===== src/rtl/info_string_bank_if.sv =====
// info_string_bank_if: CPU register bus bundle for info_string_bank.
//   address_i  bus address (master -> slave)
//   data_i     write data  (master -> slave)
//   rd_wr_i    1 = write strobe, 0 = read (master -> slave)
//   data_o     registered read data (slave -> master)
interface info_string_bank_if #(
  parameter int unsigned address_width = 15,
  parameter int unsigned data_width    = 16
);
  logic [address_width-1:0] address_i;
  logic [data_width-1:0]    data_i;
  logic                     rd_wr_i;
  logic [data_width-1:0]    data_o;

  modport master (output address_i, output data_i, output rd_wr_i, input data_o);
  modport slave  (input address_i, input data_i, input rd_wr_i, output data_o);
endinterface


===== src/rtl/info_string_bank.sv =====
// info_string_bank: read-only bank of ASCII info strings on the register bus.
// Strings are read either through SELECT/PTR/DATA with an auto-advancing
// pointer, or through a directly addressed window onto the selected string.
//   clk_i    system clock
//   reset_i  synchronous, active-high reset
//   bus      info_string_bank_if.slave (address_i, data_i, rd_wr_i, data_o)
`ifndef VERSION_STRING
`define VERSION_STRING "info_string_bank default version string 0001"
`endif

module info_string_bank #(
  parameter int unsigned BaseAddress     = 0,
  parameter int unsigned NumStrings      = 4,
  parameter int unsigned MaxChars        = 44,
  parameter int unsigned address_width   = 15,
  parameter int unsigned data_width      = 16,
  parameter int unsigned Address_Wording = 1,
  parameter int unsigned CharsPerWord    = data_width / 8,
  parameter logic [NumStrings*MaxChars*8-1:0] Strings =
    ((NumStrings*MaxChars*8)'(`VERSION_STRING)) << ((NumStrings-1)*MaxChars*8),
  parameter logic [NumStrings*8-1:0] Lengths = {NumStrings{8'(MaxChars)}}
) (
  input logic                clk_i,
  input logic                reset_i,
  info_string_bank_if.slave  bus
);

  localparam int unsigned DW          = data_width;
  localparam int unsigned AW          = address_width;
  localparam int unsigned WindowWords = (MaxChars + CharsPerWord - 1) / CharsPerWord;
  localparam int unsigned SIW         = $clog2(NumStrings*MaxChars*8);
  localparam int unsigned LIW         = $clog2(NumStrings*8);

  localparam logic [AW-1:0] BaseA    = AW'(BaseAddress);
  localparam logic [AW-1:0] WordA    = AW'(Address_Wording);
  localparam logic [AW-1:0] W_SELECT = AW'(0);
  localparam logic [AW-1:0] W_PTR    = AW'(1);
  localparam logic [AW-1:0] W_DATA   = AW'(2);
  localparam logic [AW-1:0] W_STATUS = AW'(3);
  localparam logic [AW-1:0] W_WIN    = AW'(4);
  localparam logic [AW-1:0] W_WEND   = AW'(4 + WindowWords);

  logic [7:0]    select_q, select_d;
  logic [7:0]    ptr_q, ptr_d;
  logic          wrap_q, wrap_d;
  logic [DW-1:0] data_o_q, data_o_d;

  logic          in_map;
  logic [AW-1:0] offset;
  logic [AW-1:0] w;
  logic          sel_valid;
  logic [7:0]    len;
  logic [DW-1:0] status;
  logic [8:0]    ptr_adv;
  int unsigned   win_k;

  // Out-of-range positions (past LEN or past the slot) read as NUL.
  function automatic logic [7:0] char_at(input int unsigned sel, input int unsigned pos,
                                         input int unsigned slen);
    logic [SIW-1:0] idx;
    if (sel >= NumStrings || pos >= slen || pos >= MaxChars) return 8'h00;
    idx = SIW'(((NumStrings - 1 - sel) * MaxChars + (MaxChars - 1 - pos)) * 8);
    return Strings[idx +: 8];
  endfunction

  // First char lands in the MSB byte; a short tail is zero-padded on the right.
  function automatic logic [DW-1:0] word_at(input int unsigned sel, input int unsigned start,
                                            input int unsigned slen);
    logic [DW-1:0] wd;
    wd = '0;
    for (int i = 0; i < int'(CharsPerWord); i++) begin
      wd[(int'(CharsPerWord) - 1 - i) * 8 +: 8] = char_at(sel, start + 32'(i), slen);
    end
    return wd;
  endfunction

  always_comb begin
    in_map    = (bus.address_i >= BaseA);
    offset    = bus.address_i - BaseA;
    w         = offset / WordA;
    sel_valid = (32'(select_q) < NumStrings);
    len       = 8'd0;
    if (sel_valid) len = Lengths[LIW'((NumStrings - 1 - 32'(select_q)) * 8) +: 8];

    status      = '0;
    status[0]   = wrap_q;
    status[1]   = !sel_valid;
    status[15:8] = len;

    ptr_adv = {1'b0, ptr_q} + 9'(CharsPerWord);
    win_k   = 32'(w - W_WIN) * CharsPerWord;

    select_d = select_q;
    ptr_d    = ptr_q;
    wrap_d   = wrap_q;
    data_o_d = '0;

    if (bus.rd_wr_i) begin
      // Write cycles always return 0 on the following cycle.
      if (in_map) begin
        if (w == W_SELECT) begin
          select_d = bus.data_i[7:0];
          ptr_d    = 8'd0;
          wrap_d   = 1'b0;
        end else if (w == W_PTR) begin
          ptr_d = (bus.data_i >= DW'(len)) ? 8'd0 : bus.data_i[7:0];
        end else if (w == W_DATA) begin
          if (ptr_adv >= {1'b0, len}) begin
            ptr_d  = 8'd0;
            wrap_d = 1'b1;
          end else begin
            ptr_d = ptr_adv[7:0];
          end
        end
      end
    end else if (in_map) begin
      if (w == W_STATUS) begin
        data_o_d = status;
      end else if (sel_valid) begin
        if (w == W_SELECT) begin
          data_o_d = DW'(select_q);
        end else if (w == W_PTR) begin
          data_o_d = DW'(ptr_q);
        end else if (w == W_DATA) begin
          data_o_d = word_at(32'(select_q), 32'(ptr_q), 32'(len));
        end else if (w >= W_WIN && w < W_WEND) begin
          data_o_d = word_at(32'(select_q), win_k, 32'(len));
        end
      end
    end
  end

  always_ff @(posedge clk_i) begin
    if (reset_i) begin
      select_q <= 8'd0;
      ptr_q    <= 8'd0;
      wrap_q   <= 1'b0;
      data_o_q <= '0;
    end else begin
      select_q <= select_d;
      ptr_q    <= ptr_d;
      wrap_q   <= wrap_d;
      data_o_q <= data_o_d;
    end
  end

  assign bus.data_o = data_o_q;

endmodule


===== src/flat_wrapper.sv =====
// flat-port wrapper written by rule: the top's interface ports become plain ports
module info_string_bank_flat 
#(
  parameter int unsigned BaseAddress     = 0,
  parameter int unsigned NumStrings      = 4,
  parameter int unsigned MaxChars        = 44,
  parameter int unsigned address_width   = 15,
  parameter int unsigned data_width      = 16,
  parameter int unsigned Address_Wording = 1,
  parameter int unsigned CharsPerWord    = data_width / 8,
  parameter logic [NumStrings*MaxChars*8-1:0] Strings =
    ((NumStrings*MaxChars*8)'(`VERSION_STRING)) << ((NumStrings-1)*MaxChars*8),
  parameter logic [NumStrings*8-1:0] Lengths = {NumStrings{8'(MaxChars)}}
)
  (clk_i, reset_i, bus_address_i, bus_data_i, bus_rd_wr_i, bus_data_o);
  info_string_bank_if #(.address_width(address_width), .data_width(data_width)) bus_i ();
  input logic clk_i;
  input logic reset_i;
  input wire logic [$bits(bus_i.address_i)-1:0] bus_address_i;
  input wire logic [$bits(bus_i.data_i)-1:0] bus_data_i;
  input wire logic [$bits(bus_i.rd_wr_i)-1:0] bus_rd_wr_i;
  output wire logic [$bits(bus_i.data_o)-1:0] bus_data_o;
  assign bus_i.address_i = bus_address_i;
  assign bus_i.data_i = bus_data_i;
  assign bus_i.rd_wr_i = bus_rd_wr_i;
  assign bus_data_o = bus_i.data_o;
  info_string_bank #(.BaseAddress(BaseAddress), .NumStrings(NumStrings), .MaxChars(MaxChars), .address_width(address_width), .data_width(data_width), .Address_Wording(Address_Wording), .CharsPerWord(CharsPerWord), .Strings(Strings), .Lengths(Lengths)) u_core (.clk_i(clk_i), .reset_i(reset_i), .bus(bus_i));
endmodule

===== config.mk =====
export PLATFORM = sky130hd
export DESIGN_NAME = info_string_bank_flat
export DESIGN_NICKNAME = d
export VERILOG_FILES = /design/src/rtl/info_string_bank_if.sv /design/src/rtl/info_string_bank.sv /design/src/flat_wrapper.sv
export SDC_FILE = /design/constraint.sdc
export NUM_CORES = 1
export LEC_CHECK = 0
export ABC_CLOCK_PERIOD_IN_PS = 8300
export BUFFER_PORTS_ARGS = -buffer_cell sky130_fd_sc_hd__buf_2
export CORE_MARGIN = 2
export CORE_UTILIZATION = 58
export DETAILED_ROUTE_END_ITERATION = 6
export HOLD_SLACK_MARGIN = 0.12
export PLACE_DENSITY = 0.82
export SYNTH_ARGS = -nofsm -noshare
export SYNTH_HDL_FRONTEND = slang
export SYNTH_SLANG_ARGS = --single-unit

===== constraint.sdc =====
create_clock -name clk_i -period 8.3 [get_ports clk_i]
set_input_delay 0.83 -clock clk_i [delete_from_list [all_inputs] [get_ports clk_i]]
set_output_delay 0.83 -clock clk_i [all_outputs]
set_load 0.1 [all_outputs]

== After elaboration in Yosys (flattened, before gate mapping) ==
Cells that the tools add are included.

* Register bits after elaboration: 33
* Input bits: 34

* Add/subtract/negate cells: 13
* Multiply operators: 1
* Magnitude comparators: 15
* Eq/ne operators: 4
* Shifts and indexed selects: 5
* Multiplexer cells: 58
* Bitwise operators: 2
* Reduce and logical (&&, ||, !) cells: 19

{| class="wikitable"
|+ Operators with widths
! cell !! number
|-
| 1408-bit by 12-bit variable part select with 8-bit output, first input constant || 4
|-
| 8-bit two-way mux || 14
|-
| 16-bit two-way mux || 6
|-
| 32-bit by 6-bit >= comparator with 1-bit output, second input constant || 2
|-
| 32-bit by 8-bit >= comparator with 1-bit output || 2
|-
| 1-bit two-way mux || 38
|-
| 32-bit by 1-bit adder with 32-bit output, second input constant || 1
|-
| 8-bit adder || 4
|-
| 32-bit by 4-bit multiplier with 6-bit output, second input constant || 1
|-
| 32-bit by 6-bit variable part select with 8-bit output, first input constant || 1
|-
| 6-bit by 8-bit subtractor with 8-bit output, first input constant || 4
|-
| 15-bit by 2-bit equality test with 1-bit output, second input constant || 2
|-
| 9-bit by 8-bit >= comparator with 1-bit output || 2
|-
| 16-bit by 8-bit >= comparator with 1-bit output || 1
|-
| 15-bit by 3-bit subtractor with 16-bit output, second input constant || 1
|-
| 15-bit by 1-bit equality test with 1-bit output, second input constant || 1
|-
| 15-bit by 1-bit >= comparator with 1-bit output, second input constant || 1
|-
| 15-bit by 3-bit >= comparator with 1-bit output, second input constant || 1
|-
| 15-bit logical NOT || 1
|-
| 15-bit by 5-bit less-than comparator with 1-bit output, second input constant || 1
|-
| 8-bit by 1-bit adder with 9-bit output, second input constant || 1
|-
| 8-bit by 2-bit adder with 9-bit output, second input constant || 1
|-
| 9-bit by 6-bit >= comparator with 1-bit output, second input constant || 1
|-
| 2-bit by 8-bit subtractor with 9-bit output, first input constant || 1
|-
| 15 further kinds || 25
|}

== Logic depth before layout (Yosys ltp) ==
Gate-level depths: netlist of the first run.

* Depth after elaboration: 22
* Depth in mapped cells: 16

== Worst setup path after synthesis of the first run ==
Ideal clock, no wire load.

* Path type: register to register
* Start point: register u_core.select_q[2]
* End point: register u_core.data_o_q[8], in the netlist u_core.bus.data_o[8]
* Data arrival time: 3.781 ns
* Required time: 8.208 ns
* Setup slack: 4.426 ns
* Stages on the path, launching flop included: 15
* Buffers on the path: 0
* Path through: dfxtp_1 inv_1 ha_1 ha_1 fa_1 ha_1 xor2_1 ha_1 ha_1 a21oi_1 xnor2_1 xnor2_1 nand4_1 or2_1 o32ai_1

* Longest elaborated chain between the ends: 21
* Elaborated cells between the ends (all ways): 40
* Classes of those cells: 3 x add/sub; 1 x mul; 4 x order compare; 2 x shift; 26 x mux; 4 x reduce/logical

{| class="wikitable"
|+ RTL lines
! item !! line !! source
|-
| start, declared || info_string_bank.sv:43 || <nowiki>logic [7:0] select_q, select_d;</nowiki>
|-
| start signal, assigned || info_string_bank.sv:140 || <nowiki>select_q <= select_d;</nowiki>
|-
| parallel branches: the longest is 20 deep, another holds 32-bit by 4-bit multiplier with 6-bit output || - ||
|-
| 16-bit two-way mux * || info_string_bank.sv:117 || <nowiki>if (w == W_STATUS) begin</nowiki>
|-
| end signal, assigned || info_string_bank.sv:143 || <nowiki>data_o_q <= data_o_d;</nowiki>
|-
| end, declared || info_string_bank.sv:46 || <nowiki>logic [DW-1:0] data_o_q, data_o_d;</nowiki>
|}

Mark *: on every way between the ends. The select of a mux whose other input is x is not followed.
A chain may end at the register's enable or synchronous reset.

== Final worst setup path of the first run ==
* Start point: register u_core.select_q[0]
* End point: register u_core.data_o_q[3], in the netlist u_core.bus.data_o[3]

* Longest elaborated chain between the ends: 20
* Elaborated cells between the ends (all ways): 41
* Classes of those cells: 3 x add/sub; 1 x mul; 4 x order compare; 3 x shift; 24 x mux; 1 x bitwise; 5 x reduce/logical

{| class="wikitable"
|+ RTL lines
! item
|-
| parallel branches: the longest is 20 deep, another holds 32-bit by 4-bit multiplier with 6-bit output
|}

Parallel ways; which one is timed is not known. The select of a mux whose other input is x is not followed.

==> key figures, run 1 <==
Critical path
  • Cell Chain, Critical Path: inv_1 > ha_1 > ha_1 > fa_1 > inv_1 > ha_1 > inv_1 > ha_1 > xor2_1 > a21oi_1 > a211oi_1 > a21oi_1 > a221o_1
  • Worst stage delay on the critical path: 0.90 ns
  • CP Launch Type: flop
  • Crit path buf inv count: 3
  • Critical Path AT: 4.64 ns
  • Setup slack, reg-to-reg: 3.85 ns
  • Worst path slowest cell: xor2_1
  • CP dominant cell by count: ha_1
  • FF-to-FF End: u_core.bus.data_o[3]
  • R2R depth: 13
  • Crit path from: u_core.select_q[0]
  • CP Capture Type: flop
  • Crit-path leading delay family: adder cells
  • Crit Reg-Reg Startpoint: u_core.select_q[0]
  • WP data required: 8.48 ns
  • Maximum fanout along the worst path: 18
  • WS Path Type: flop to flop

Layout
  • Seq. cell area: 641 um^2
  • Nets@finish: 750
  • Area grow syn2layout: 7.25%
  • Most common cell after layout, fill and taps aside: ha_1
  • Commonest cells after routing, fill and taps aside: ha_1, nor2_1, nand2_1
  • Layout cells sized above 1: 10.7%
  • Total of fill cells in the finished design: 692
  • Utilization after layout: 64.7%
  • Multi-input logic area: 3760 um^2
  • Number of diodes: 0
  • Post-Layout Inst Area: 5050 um^2

Synth
  • Synth Area in Compound Gates: 26.5%
  • Synth Warn #: 0
  • Post-Syn Area: 4710 um^2
  • Largest family of logic cells by synthesized area: compound AO/OA/AOI/OAI gates
  • Synth Area in XOR/XNOR: 6.80%
  • Synth Flop Type: dfxtp_1
  • Flops & latches, synth: 32
  • Post-Synth Adder-Cell Area: 20.7%
  • Register area share after synthesis: 13.6%
  • Netlist cell types: 73
  • Post-synth ARST share: 0%
  • Simple-gate share of the synthesized area: 20.6%
  • Number of synthesized flops with an enable pin: 0
  • Synthesized Nets: 734
  • Post-synthesis cell count: 625
  • Avg Inst Size Synth: 7.54 um^2
  • Post-synthesis mux area share: 5.13%

Timing
  • Slew HR: 18.6%
  • Setup tns final: 0 ns
  • Fin crit share: 53.7%
  • RSZ-0062 raised after global routing: no
  • F_max: 225 MHz
  • Final Critical Period: 4.45 ns
  • Setup Skew: 0.00332 ns
  • Final setup viols: 0
  • WHS: 0.541 ns
  • Final hold vios: 0
  • Fin. max-slew vios: 0
  • Worst slew pin tran: 1.21 ns

Die
  • Initial core utilization: 60.3%
  • Die H: 94.1 um
  • Die area: 8860 um^2
  • Core outline area: 7810 um^2
  • Row cnt: 32
  • IO Pins: 50
  • Width of the die: 94.1 um

Clock network
  • Post-CTS Setup Bufs: 0
  • CTS tree: yes
  • TritonCTS Buffers: 5
  • Worst-skew pair later-pin latency: 0.29 ns
  • CTS HTree Levels: 2
  • Clk root buf: clkbuf_8
  • CTS Sinks: 32
  • Post-CTS sizing: 0
  • Clk pin slew, worst setup/hold paths: 0.07 ns
  • Hold-fix buffers at CTS: 0
  • Clk buf depth: 2

Min path
  • Hold Crit Class: flop to flop
  • Hold Path Sink: u_core.select_q[7]
  • Hold path depth: 2
  • Hold_sp: u_core.select_q[7]

Global routing
  • First-pass GRT wire length: 21,700 um
  • Initial antenna violation count: 0
  • GRT Total Usage: 30.8%
  • Vias in the first global route: 4,432
  • Total gr overflow: 0
  • Pin count of the biggest net entering global routing: 25

Routing
  • DRT iter0 DRCs: 371
  • Routed WL: 13,500 um
  • Drt wl/cell: 18.1 um
  • Via Count: 4,887
  • DR DRC count: 0
  • Drt first pass iters: 5
  • Detail Route Antenna Nets: 0
  • Via density per instance: 6.57

Power and ir drop
  • Post-route total power: 0.435 mW
  • Pwr Density: 86.1 nW/um^2
  • LEAKAGE: 2.24 nW
  • Max IR drop VDD: 60.8 uV

Placement
  • Routability Congestion: 0.949
  • Placed inst area: 4920 um^2
  • HPWL Detailed: 10,200 um
  • I/O Buffers: 48

Job
  • Max_cap viols: 0

Run status
  • Outcome: complete, no violations
[layout make-up]
type	count	area share, %
clock inverter	1	0.595
inverter	40	3.02
sequential	32	12.7
tap	102	2.53
timing repair buffer	49	4.90
multi-input combinational	513	74.4
clock buffer	7	1.91
[worst max-delay path by stage]
stage	end	slack, ns	cells past startpoint
after floorplan	u_core.bus.data_o[8]	4.43	14
after global placement	u_core.bus.data_o[3]	4.04	13
after detailed placement	u_core.bus.data_o[3]	3.93	13
after CTS	u_core.bus.data_o[3]	3.92	13
after global routing	u_core.bus.data_o[3]	3.57	13
final	u_core.bus.data_o[3]	3.85	13
[cells in the mapped netlist (3+ instances only)]
master,n,area share (%)
xor2_1,11,2.0
nand2_1,52,4.1
a2111oi_0,3,0.56
o22ai_1,9,1.2
a21o_1,8,1.3
inv_1,38,3.0
xnor2_1,23,4.3
a221oi_1,3,0.56
nand4b_1,3,0.56
ha_1,70,19
a211oi_1,12,1.9
clkbuf_1,32,2.6
nor2_1,57,4.5
o211ai_1,5,0.80
o21a_1,5,0.80
o221ai_1,5,0.93
nor3_1,14,1.5
o31ai_1,6,0.96
nand2b_1,4,0.53
o21ai_0,34,3.6
a22oi_1,3,0.48
dfxtp_1,32,14
fa_1,5,2.1
and3_1,4,0.53
o32ai_1,5,0.93
o2111ai_1,5,0.93
o22a_1,3,0.56
nand3_1,15,1.6
buf_1,4,0.32
nand3b_1,4,0.64
and2_1,5,0.66
a311oi_1,3,0.56
nand4_1,4,0.53
a31oi_1,13,1.7
nor4_1,4,0.53
mux2i_1,23,4.9
nor3b_1,3,0.48
nor2b_1,8,1.1
a221o_1,5,1.1
a21oi_1,41,4.4
[registers in the layout, summed over array words and instances, names as in the netlist]
signal / cells
u_core.select_q: 8
u_core.bus.data_o: 15
u_core.ptr_q: 8
u_core.wrap_q: 1
[routing by layer]
| metal | wire [um] | vias to the layer above | GRT usage [%] |
|---|---|---|---|
| li1 | - | 2315 | - |
| met1 | 5790 | 2287 | 41.4 |
| met2 | 6170 | 244 | 49.7 |
| met3 | 1070 | 41 | 3.21 |
| met4 | 435 | 0 | 13.6 |
| met5 | 0 | - | 0 |
[power by group]
group	total (mW)	switching, mW	internal [mW]
Clock	0.170	0.0641	0.106
Sequential	0.153	0.00000840	0.153
Combinational	0.112	0.0702	0.0413
[logic make-up after synthesis]
logic type,count (synthesis)
adders and majority gates,75
buffers and inverters,80
xor gates and xnor gates,35
AOI/OAI and AO/OA,185
muxes,24
other,1
DFF,32
and+or+nand+nor,193
[worst reg2reg max path, cell delays in order (launching register included)]
cell and delay [ns]:
dfxtp_1 0.51, inv_1 0.11, ha_1 0.31, ha_1 0.34, fa_1 0.54, inv_1 0.07
ha_1 0.29, inv_1 0.04, ha_1 0.35, xor2_1 0.90, a21oi_1 0.18, a211oi_1 0.26
a21oi_1 0.07, a221o_1 0.37
[per-stage QoR]
stage               cells  worst slack (ns)
finish                744              3.85
global route          744              3.57
CTS                   744              3.92
detailed placement    736              3.93
global placement      736              4.04
floorplan             625              4.43
No activity file was read; power rests on OpenSTA's default activity.
==> inputs of run 2 (changes only) <==
--- a/config.mk
+++ b/config.mk
@@ -5,7 +5,7 @@
 export SDC_FILE = /design/constraint.sdc
 export NUM_CORES = 1
 export LEC_CHECK = 0
-export ABC_CLOCK_PERIOD_IN_PS = 8300
+export ABC_CLOCK_PERIOD_IN_PS = 4200
 export BUFFER_PORTS_ARGS = -buffer_cell sky130_fd_sc_hd__buf_2
 export CORE_MARGIN = 2
 export CORE_UTILIZATION = 58
==> constraint.sdc (replaced) <==
create_clock -name clk_i -period 4.2 [get_ports clk_i]
set_input_delay 0.42 -clock clk_i [delete_from_list [all_inputs] [get_ports clk_i]]
set_output_delay 0.42 -clock clk_i [all_outputs]
set_load 0.1 [all_outputs]
==> run 2 against run 1 <==
Net effect:
- critical path type unchanged
- die area unchanged
- critical path depth increased by 1
- cell count is 2.4% higher
- first-iteration DRC count fell by 11%
- setup slack got worse by 3.7 ns
- worst hold slack worse by 0.16 ns
- routed wire length up 1.7%
- largest power group is now sequential cells
- sequential power grew 98%
- flip-flop and latch count is the same
==> key figures, run 2 (same netlist as run 1, synthesis figures left out) <==
Run status
  • Outcome: complete, no violations

Timing
  • Final hold vios: 0 (unchanged)
  • Setup Skew: 0.00870 ns (+0.00538 ns)
  • Worst slew pin tran: 0.836 ns (-0.377 ns)
  • F_max: 244 MHz (+8.9%)
  • Slew HR: 43.9% (+25 points)
  • Fin. max-slew vios: 0 (unchanged)
  • Setup tns final: 0 ns (unchanged)
  • Fin crit share: 97.4% (+44 points)
  • Final Critical Period: 4.09 ns (-0.363 ns)
  • WHS: 0.383 ns (-0.158 ns)
  • Final setup viols: 0 (unchanged)

Critical path
  • Setup slack, reg-to-reg: 0.11 ns (-3.74 ns)
  • Crit Reg-Reg Startpoint: u_core.select_q[3]
  • WP data required: 4.42 ns (-4.06 ns)
  • CP Launch Type: flop
  • R2R depth: 14 (+1)
  • Critical Path AT: 4.31 ns (-0.33 ns)
  • WS Path Type: flop to flop
  • CP Capture Type: flop
  • FF-to-FF End: u_core.bus.data_o[10]
  • Maximum fanout along the worst path: 6 (-12)

Die
  • IO Pins: 50 (unchanged)
  • Die H: 94.1 um (unchanged)
  • Die area: 8860 um^2 (unchanged)
  • Core outline area: 7810 um^2 (unchanged)
  • Width of the die: 94.1 um (unchanged)
  • Row cnt: 32 (unchanged)
  • Initial core utilization: 60.3% (unchanged)

Layout
  • Nets@finish: 768 (+2.4%)
  • Utilization after layout: 67.0% (+2.3 points)
  • Commonest cells after routing, fill and taps aside: ha_1, nor2_1, nand2_1
  • Most common cell after layout, fill and taps aside: ha_1
  • Number of diodes: 0 (unchanged)
  • Post-Layout Inst Area: 5230 um^2 (+3.6%)
  • Max reg flops: 15 (unchanged)
  • Layout cells sized above 1: 15.0% (+4.3 points)
  • Non-Filler Instances: 762 (+2.4%)
  • Area grow syn2layout: 11.1%

Routing
  • DR DRC count: 0 (unchanged)
  • Via density per instance: 6.53 (-0.64%)
  • Via Count: 4,973 (+1.8%)
  • Routed WL: 13,700 um (+1.7%)
  • Drt first pass iters: 5 (unchanged)
  • Drt wl/cell: 18.0 um (-0.70%)
  • DRT iter0 DRCs: 329 (-11%)
  • Detail Route Antenna Nets: 0 (unchanged)

Power and ir drop
  • Pwr Density: 151 nW/um^2 (+76%)
  • Max IR drop VDD: 150 uV (+150%)
  • Combinational Power Share: 29.7% (+4.1 points)
  • Clock power share: 32.0% (-7.1 points)
  • Switching Fraction: 33.8% (+2.9 points)
  • Sw power: 0.267 mW (+99%)
  • Int Pwr: 0.524 mW (+74%)
  • LEAKAGE: 2.34 nW (+4.1%)
  • Reg power frac: 38.3% (+3.0 points)

Clock network
  • CTS HTree Levels: 2 (unchanged)
  • TritonCTS Buffers: 5 (unchanged)
  • Clk buf depth: 2 (unchanged)
  • Clk root buf: clkbuf_8
  • CTS Sinks: 32 (unchanged)
  • Hold-fix buffers at CTS: 0 (unchanged)
  • Worst-skew pair later-pin latency: 0.30 ns (about the same)
  • Clk pin slew, worst setup/hold paths: 0.07 ns (about the same)
  • CTS tree: yes

Global routing
  • Initial antenna violation count: 0 (unchanged)
  • Total gr overflow: 0 (unchanged)
  • First-pass GRT wire length: 22,100 um (+2.3%)
  • Pin count of the biggest net entering global routing: 25 (unchanged)
  • GRT Total Usage: 31.4% (+0.57 points)
  • Vias in the first global route: 4,579 (+3.3%)

Placement
  • Placed cells: 752 (+2.2%)
  • Routability Congestion: 0.966 (+1.8%)
  • Placed inst area: 5040 um^2 (+2.4%)
  • I/O Buffers: 48 (unchanged)
  • HPWL Detailed: 10,500 um (+2.4%)

Min path
  • Hold Path Sink: u_core.select_q[7]
  • Hold path depth: 3 (+1)
  • Hold_sp: bus_data_i[7]
  • Hold Crit Class: input pin to flop

Job
  • Max_cap viols: 0 (unchanged)
==> run 2: cell types whose count changed in the layout (fill, tap and decap cells not counted), sizes merged <==
cell / change
buf: +18
clkinv: +2
clkbuf: -1
bufinv: -1
==> run 2: through the flow <==
step | total power [mW] | setup WS, ns
floorplan | 0.466 | 0.326
global placement | 0.526 | 0.0965
detailed placement | 0.534 | -0.0836
CTS | 0.773 | 0.0132
global route | 0.822 | -0.00762
finish | 0.791 | 0.110
==> run 2: repair_timing <==
action | in CTS | in global routing
pin swaps | 0 | 8
resized for setup | 1 | 14
buffers inserted | 0 | 2
endpoints found under the setup margin | 4 | 12
==> run 2: cell type report <==
cell class | instances | area, um^2
inverter | 40 | 153
tap | 102 | 128
sequential | 32 | 641
timing repair buffer | 67 | 383
multi-input combinational | 513 | 3840
clock buffer | 6 | 82.6
fill | 688 | 2570
clock inverter | 2 | 10.0
==> run 2: routing by layer <==
layer	global-route usage [%]	wire length [um]	vias up
li1	-	-	2363
met4	12.7	416	0
met2	52.4	6470	238
met5	0	0	-
met3	3.77	996	35
met1	40.8	5810	2337
==> run 2: worst max-delay path by stage <==
stage	start	end	slack [ns]	depth (start not counted)
floorplan	u_core.select_q[2]	u_core.bus.data_o[8]	0.33	14
global placement	u_core.select_q[3]	u_core.bus.data_o[14]	0.1	13
detailed placement	u_core.select_q[3]	u_core.bus.data_o[8]	-0.08	14
CTS	u_core.select_q[3]	u_core.bus.data_o[8]	0.01	14
global route	u_core.select_q[3]	u_core.bus.data_o[10]	-0.008	14
finish	u_core.select_q[3]	u_core.bus.data_o[10]	0.11	14
==> run 2: critical path, stage by stage (launching register included) <==
cell and delay, ns:
dfxtp_1 0.37, inv_1 0.08, ha_1 0.30, ha_1 0.31, fa_1 0.57, ha_4 0.23, xor2_2 0.18, buf_4 0.16
ha_1 0.31, ha_4 0.29, xor2_1 0.16, o2111ai_1 0.17, or4_4 0.63, nand2b_4 0.17, o211ai_2 0.07
==> run 2: power by group through the flow <==
stage                     sequential [mW]  clock, mW  combinational, mW
after floorplan                     0.310          0              0.156
after global placement              0.310          0              0.216
after detailed placement            0.310          0              0.224
after CTS                           0.303      0.244              0.225
after global routing                0.303      0.260              0.259
final                               0.303      0.253              0.234
